===== src/rtl/vga_led_avalon_writer.sv =====
// rtl/vga_led_avalon_writer.sv - Avalon-MM master serializing game state into the VGA LED register file
module vga_led_avalon_writer #(
    parameter bit SKIP_UNCHANGED = 1'b0
) (
    input  logic        clk,
    input  logic        reset,
    input  logic        frame_tick,
    input  logic [15:0] x_pillar1,
    input  logic [15:0] x_pillar2,
    input  logic [15:0] x_pillar3,
    input  logic [7:0]  h_pillar1,
    input  logic [7:0]  h_pillar2,
    input  logic [7:0]  h_pillar3,
    input  logic [15:0] score,
    input  logic [7:0]  move,
    input  logic [15:0] bird,
    input  logic [7:0]  game_info1,
    input  logic [7:0]  game_info2,
    output logic [3:0]  avm_address,
    output logic [7:0]  avm_writedata,
    output logic        avm_write,
    output logic        avm_chipselect,
    input  logic        avm_waitrequest,
    output logic        busy,
    output logic        done,
    output logic        overrun,
    output logic [15:0] frames_sent
);

    typedef enum logic [1:0] {IDLE, SCAN, WRITE, FIN} state_t;

    state_t           state_q, state_d;
    logic [3:0]       idx_q, idx_d;
    logic [15:0][7:0] snap_q, last_q, cap;
    logic             last_valid_q;
    logic             overrun_q;
    logic [15:0]      frames_q;
    logic             last_byte, skip_byte, accept;

    // Element 0 sits in the rightmost slot, so register index equals packed index.
    assign cap = {game_info2, game_info1, bird[7:0], bird[15:8], move,
                  score[7:0], score[15:8], h_pillar3, h_pillar2, h_pillar1,
                  x_pillar3[7:0], x_pillar3[15:8], x_pillar2[7:0], x_pillar2[15:8],
                  x_pillar1[7:0], x_pillar1[15:8]};

    assign last_byte = (idx_q == 4'd15);
    assign skip_byte = SKIP_UNCHANGED && last_valid_q && (snap_q[idx_q] == last_q[idx_q]);
    assign accept    = (state_q == WRITE) && !avm_waitrequest;

    always_ff @(posedge clk) begin
        if (reset) begin
            state_q      <= IDLE;
            idx_q        <= 4'd0;
            snap_q       <= '0;
            last_q       <= '0;
            last_valid_q <= 1'b0;
            overrun_q    <= 1'b0;
            frames_q     <= 16'd0;
        end else begin
            state_q   <= state_d;
            idx_q     <= idx_d;
            overrun_q <= frame_tick && (state_q != IDLE);
            if (state_q == IDLE && frame_tick) begin
                snap_q <= cap;
            end
            if (accept) begin
                last_q[idx_q] <= snap_q[idx_q];
            end
            if (state_q == FIN) begin
                frames_q     <= frames_q + 16'd1;
                last_valid_q <= 1'b1;
            end
        end
    end

    always_comb begin
        state_d = state_q;
        idx_d   = idx_q;
        case (state_q)
            IDLE: begin
                if (frame_tick) begin
                    state_d = SCAN;
                    idx_d   = 4'd0;
                end
            end
            SCAN: begin
                if (skip_byte) begin
                    if (last_byte) begin
                        state_d = FIN;
                    end else begin
                        idx_d = idx_q + 4'd1;
                    end
                end else begin
                    state_d = WRITE;
                end
            end
            WRITE: begin
                if (!avm_waitrequest) begin
                    if (last_byte) begin
                        state_d = FIN;
                    end else begin
                        state_d = SCAN;
                        idx_d   = idx_q + 4'd1;
                    end
                end
            end
            FIN:     state_d = IDLE;
            default: state_d = IDLE;
        endcase
    end

    always_comb begin
        avm_write      = (state_q == WRITE);
        avm_chipselect = (state_q == WRITE);
        avm_address    = (state_q == WRITE) ? idx_q : 4'd0;
        avm_writedata  = (state_q == WRITE) ? snap_q[idx_q] : 8'd0;
        busy           = (state_q != IDLE);
        done           = (state_q == FIN);
        overrun        = overrun_q;
        frames_sent    = frames_q;
    end

endmodule

===== config.mk =====
export PLATFORM = sky130hd
export DESIGN_NAME = vga_led_avalon_writer
export DESIGN_NICKNAME = d
export VERILOG_FILES = /design/src/rtl/vga_led_avalon_writer.sv
export SDC_FILE = /design/constraint.sdc
export NUM_CORES = 1
export LEC_CHECK = 0
export BUFFER_PORTS_ARGS = -buffer_cell sky130_fd_sc_hd__buf_2
export CORE_MARGIN = 2
export CORE_UTILIZATION = 53
export DETAILED_ROUTE_END_ITERATION = 10
export PLACE_DENSITY = 0.8
export SLEW_MARGIN = 40
export SYNTH_ARGS = -nofsm -noshare
export SYNTH_HDL_FRONTEND = slang
export SYNTH_SLANG_ARGS = --single-unit

===== constraint.sdc =====
create_clock -name clk -period 2.25 [get_ports clk]
set_clock_uncertainty 0.05 [all_clocks]
set_input_delay 0.675 -clock clk [delete_from_list [all_inputs] [get_ports clk]]
set_output_delay 0.675 -clock clk [all_outputs]
set_load 0.03 [all_outputs]

# Yosys cells after proc, flatten, opt, wreduce, memory -nomap -nowiden
# Cells that the tools add are included.
# op_classes
n_addsub	2
order_cmp	1
eq_ne	7
muxes	12
n_reduce_logical	7
# ops
op	n
$bmux 8 s4	1
$add 16x1->16 const B	1
$mux 4	4
$mux 8	2
$pmux 2 s4	1
$pmux 4 s2	1
$mux 2	3
$ne 2x2->1 const B	3
$lt 4x5->1 const B	1
$add 4x1->4 const B	1
$eq 2x2->1 const B	2
$eq 4x4->1 const B	1
$reduce_and 4->1	1
$reduce_bool 2->1	2
$eq 2x1->1 const B	1
$logic_and 1x1->1	2
$logic_not 2->1	1
$reduce_and 2->1	1
# totals
ff_bits	151
inputBits	132
output_inout_bits	33
word_cells	49

# Logic depth before layout (Yosys ltp)
# depth
ltp_word	4
depth_mapped	7
mapped_depth_nobuf	7

# Least setup slack after synthesis
# Ideal clock, no wire load.
# synth_timing
kind	reg2out
startpoint	reg state_q[0]
endpoint	out avm_writedata[6]
arrival_ns	1.764
path_slack_ns	-0.239
stages_incl_launch_ff	8
n_path_buf	1
cell_sequence	dfxtp_1 > nand2b_4 > inv_4 > nand2_4 > inv_1 > buf_2 > a32oi_1 > o211ai_1
# synth_via
elab_chain_len	2
# synth_rtl
element	line_no	rtl
start: declaration	32	state_t state_q, state_d;
start signal: assignment	60	state_q <= state_d;
$eq 2x2->1	n/a	
net avm_chipselect	22	output logic avm_chipselect,
$mux 8	116	avm_writedata = (state_q == WRITE) ? snap_q[idx_q] : 8'd0;
end: declaration	20	output logic [7:0] avm_writedata,
# The timed path passes the listed nets, and every way through them passes these cells.

# Final worst setup path
# layout_timing
startpoint	reg idx_q[2]
endpoint	out avm_writedata[4]
# layout_via
elab_chain_len	3
# layout_rtl
element	line_no	rtl
start: declaration	33	logic [3:0] idx_q, idx_d;
start signal: assignment	61	idx_q <= idx_d;
$bmux 8 s4	116	
$mux 8 (implied by the code)	116	
$mux 8	116	
# No other way between the ends. The select of a mux whose other input is x is not followed.

==> results.sh <==
export IMPL_num_vias=6186
export IMPL_worstPathArrival_ns=2.06
export IMPL_clk_pin_slew_ns=0.06
export IMPL_setup_ws_ns=-0.5380
export IMPL_htree_levels=4
export IMPL_final_nets=1069
export IMPL_cts_root_buf="clkbuf_16"
export IMPL_worstPathMaxFanout=6
export IMPL_rows=40
export IMPL_yosys_warnings=0
export IMPL_die_area_sq_um=13200
export IMPL_syn2layout_area_growth_pct=30.06
export IMPL_cts_tree="built"
export IMPL_clkLatencyLatePin_ns=0.42
export IMPL_yosys_area_share_xor_xnor_pct=1.479
export IMPL_synth_area_mux_share_pct=12.16
export IMPL_slowest_delay_ns=0.56
export IMPL_power_density_nw_per_um2=787.9
export IMPL_synth_area_per_cell_sq_um=8.406
export IMPL_violations="negative setup slack"
export IMPL_start_util_pct=54.24
export IMPL_synth_nets=909
export IMPL_worst_pin_slew_ns=0.3422
export IMPL_firstDrtPassIters=5
export IMPL_gr_total_overflow=0
export IMPL_fin_area_sq_um=8473
export IMPL_ys_async_sr_fraction_pct=0
export IMPL_drc=0
export IMPL_grt_max_degree=82
export IMPL_finalNonFillerCells=1095
export IMPL_wl_per_cell_microns=16.62
export IMPL_drt_iter0_markers=559
export IMPL_antenna_found_initial=0
export IMPL_synth_edf_count=0
export IMPL_hp_class="reg -> reg"
export IMPL_numCtsBuffers=17
export IMPL_critical_path_class="reg -> out"
export IMPL_maxSlewHeadroom_pct=76.98
export IMPL_numPlacedInstances=1050
export IMPL_wl_microns=18200
export IMPL_setup_viol=8
export IMPL_multi_input_area_sq_um=3281
export IMPL_finalMaxSlewViolations=0
export IMPL_ys_seq_elements=151
export IMPL_synth_compound_area_share_pct=13.02
export IMPL_fp_dieH_microns=114.9
export IMPL_synth_flop_cell="dfxtp_1"
export IMPL_fmax_mhz=358.7
export IMPL_p_leak_nw=3.464
export IMPL_irDropWorstVdd_v=0.0004739
export IMPL_ys_seq_area_share_pct=46.40
export IMPL_viasPerCell=5.649
export IMPL_dp_hpwl_microns=12430
export IMPL_crit_slowest_cell="mux4_2"
export IMPL_layout_drive_gt1_share_pct=30.59
export IMPL_io_buffers=164
export IMPL_synth_cells=775
export IMPL_syn_area_sq_um=6515
export IMPL_grt_pass1_wl_microns=27720
export IMPL_synth_top_family_by_area="simple AND/OR/NAND/NOR gates"
export IMPL_die_w_microns=114.9
export IMPL_period_minus_slack_ns=2.788
export IMPL_rsz0062_at_grt="yes"
export IMPL_cts_sinks=151
export IMPL_post_route_period_util_pct=123.9
export IMPL_crit_path_end_kind="output pin"
export IMPL_hold_violations=0
export IMPL_synthAdderAreaFrac_pct=0.3841
export IMPL_cts_buffer_depth=2
export IMPL_place_area_sq_um=7575
export IMPL_outcome="finished with violations"
export IMPL_seq_area_sq_um=3040
export IMPL_whs_ns=0.4043
export IMPL_core_area_sq_um=12010
export IMPL_synthSimpleGateAreaFrac_pct=21.82
export IMPL_diodes=0
export IMPL_track_usage_pct=27.17
export IMPL_critPathLaunchType="flop"
export IMPL_antenna_left=0
export IMPL_maxCapViolations=0
export IMPL_ys_types=41
export IMPL_io_pins=165
export IMPL_cp_required_ns=1.52
export IMPL_routabilityCongestion=0.9028
export IMPL_ctsHoldBuffers=0
export IMPL_crit_chain="clkbuf_16 -> mux4_2 -> mux2i_4 -> o22ai_2 -> buf_6"
export IMPL_fillers=875
export IMPL_first_global_vias=5563
-- flip-flops by register name (all words and copies together), names as in the netlist --
register / flops
overrun: 1
snap_q: 128
state_q: 2
idx_q: 4
frames_sent: 16
-- final timing paths --
check                                         startpoint                        to  slack [ns]  cells past startpoint
worst max-delay path               idx_q[2]$_SDFFE_PP0P_          avm_writedata[4]       -0.54                      5
worst min-delay path            snap_q[119]$_SDFFE_PP0P_  snap_q[119]$_SDFFE_PP0P_        0.40                      2
worst max register to register     idx_q[0]$_SDFFE_PP0P_     idx_q[0]$_SDFFE_PP0P_        0.39                      7
worst min register to register  snap_q[119]$_SDFFE_PP0P_  snap_q[119]$_SDFFE_PP0P_        0.40                      2
-- cells in the final DEF, fill, tap and decap left out, types with 3 or more instances in the layout --
cell type / instances
clkbuf_1: 3
buf_12: 11
buf_2: 152
nand2b_1: 5
mux2i_1: 10
dfxtp_4: 4
o22ai_2: 3
bufinv_16: 4
nor3_1: 5
o21ai_0: 4
xnor2_1: 9
buf_6: 8
a21oi_1: 137
a32oi_1: 4
o211ai_1: 4
nor2_1: 18
mux2i_4: 3
buf_4: 26
nor4_1: 3
nand4_1: 7
clkbuf_16: 18
inv_1: 5
mux4_2: 28
nand3_1: 7
nand2_1: 274
dfxtp_1: 145
-- power breakdown --
| group | total, mW | internal [mW] | switching, mW |
|---|---|---|---|
| Clock | 2.99 | 1.89 | 1.10 |
| Combinational | 0.745 | 0.322 | 0.423 |
| Sequential | 2.94 | 2.83 | 0.108 |
| Total | 6.68 | 5.04 | 1.63 |
-- worst max-delay path, delay by kind of cell, from the launching register on --
kind	cells	cell delay, ns
compound gates	1	0.11
buf+inv	2	0.31
flops	1	0.40
mux	2	0.82
-- per-layer routing --
metal	vias to the layer above	GRT usage (%)	share of wire (%)
met5	-	0	0
met4	0	10.68	3.0
met3	51	6.537	7.7
met2	281	43.18	47
met1	2908	36.03	42
li1	2946	-	-
-- Yosys cell counts (2+ instances only) --
cell,n,area share (%)
xnor2_1,9,1.2
inv_1,6,0.35
and2_1,4,0.38
dfxtp_1,151,46
or3_1,2,0.19
nor3_1,5,0.38
nor3b_1,2,0.23
and3_1,2,0.19
nand4_1,7,0.67
nand2_1,276,16
ha_1,2,0.38
nor2b_1,3,0.29
nor2_1,20,1.2
a211oi_1,2,0.23
clkbuf_1,22,1.3
nand3_1,7,0.54
a32oi_1,5,0.67
a21oi_1,137,11
o211ai_1,4,0.46
xor2_1,2,0.27
mux2i_1,15,2.3
buf_2,29,2.2
mux4_2,28,9.7
o22ai_1,3,0.29
o21ai_0,5,0.38
buf_4,6,0.69
nor4_1,3,0.29
nand2b_1,5,0.48
-- through the flow --
stage	TNS, ns	power (mW)	utilization, %	worst slack [ns]
floorplan	-0.09840	3.404	-	-0.03751
global placement	-0.2795	3.680	63.06	-0.06160
detailed placement	-0.4422	3.691	63.06	-0.07713
CTS	-3.666	6.662	69.63	-0.4850
global route	-4.137	6.895	70.54	-0.5674
finish	-3.673	6.676	70.54	-0.5380
-- final cells by class --
cell class	count	share of cell area [%]
Clock inverter	11	2.023
Timing Repair Buffer	199	15.42
Tap cell	147	2.171
Sequential cell	151	35.88
Clock buffer	21	5.316
Multi-Input combinational cell	558	38.72
Inverter	8	0.4725
-- timing repair --
action,in CTS,in global routing
resized for setup,28,16
setup buffers,5,7
endpoints found under the setup margin,11,13
pin swaps,9,11
gates cloned,1,1
-- cells by family (layout without fill, tap and decap cells) --
logic type,count (synthesis),count (layout)
adder cells (fa/ha/maj),2,2
multiplexers,44,44
flip-flops,151,151
buffers and inverters,66,239
AO/OA/AOI/OAI,159,159
AND/OR/NAND/NOR,342,342
XOR/XNOR,11,11
Power figures use the tool's default switching activity.
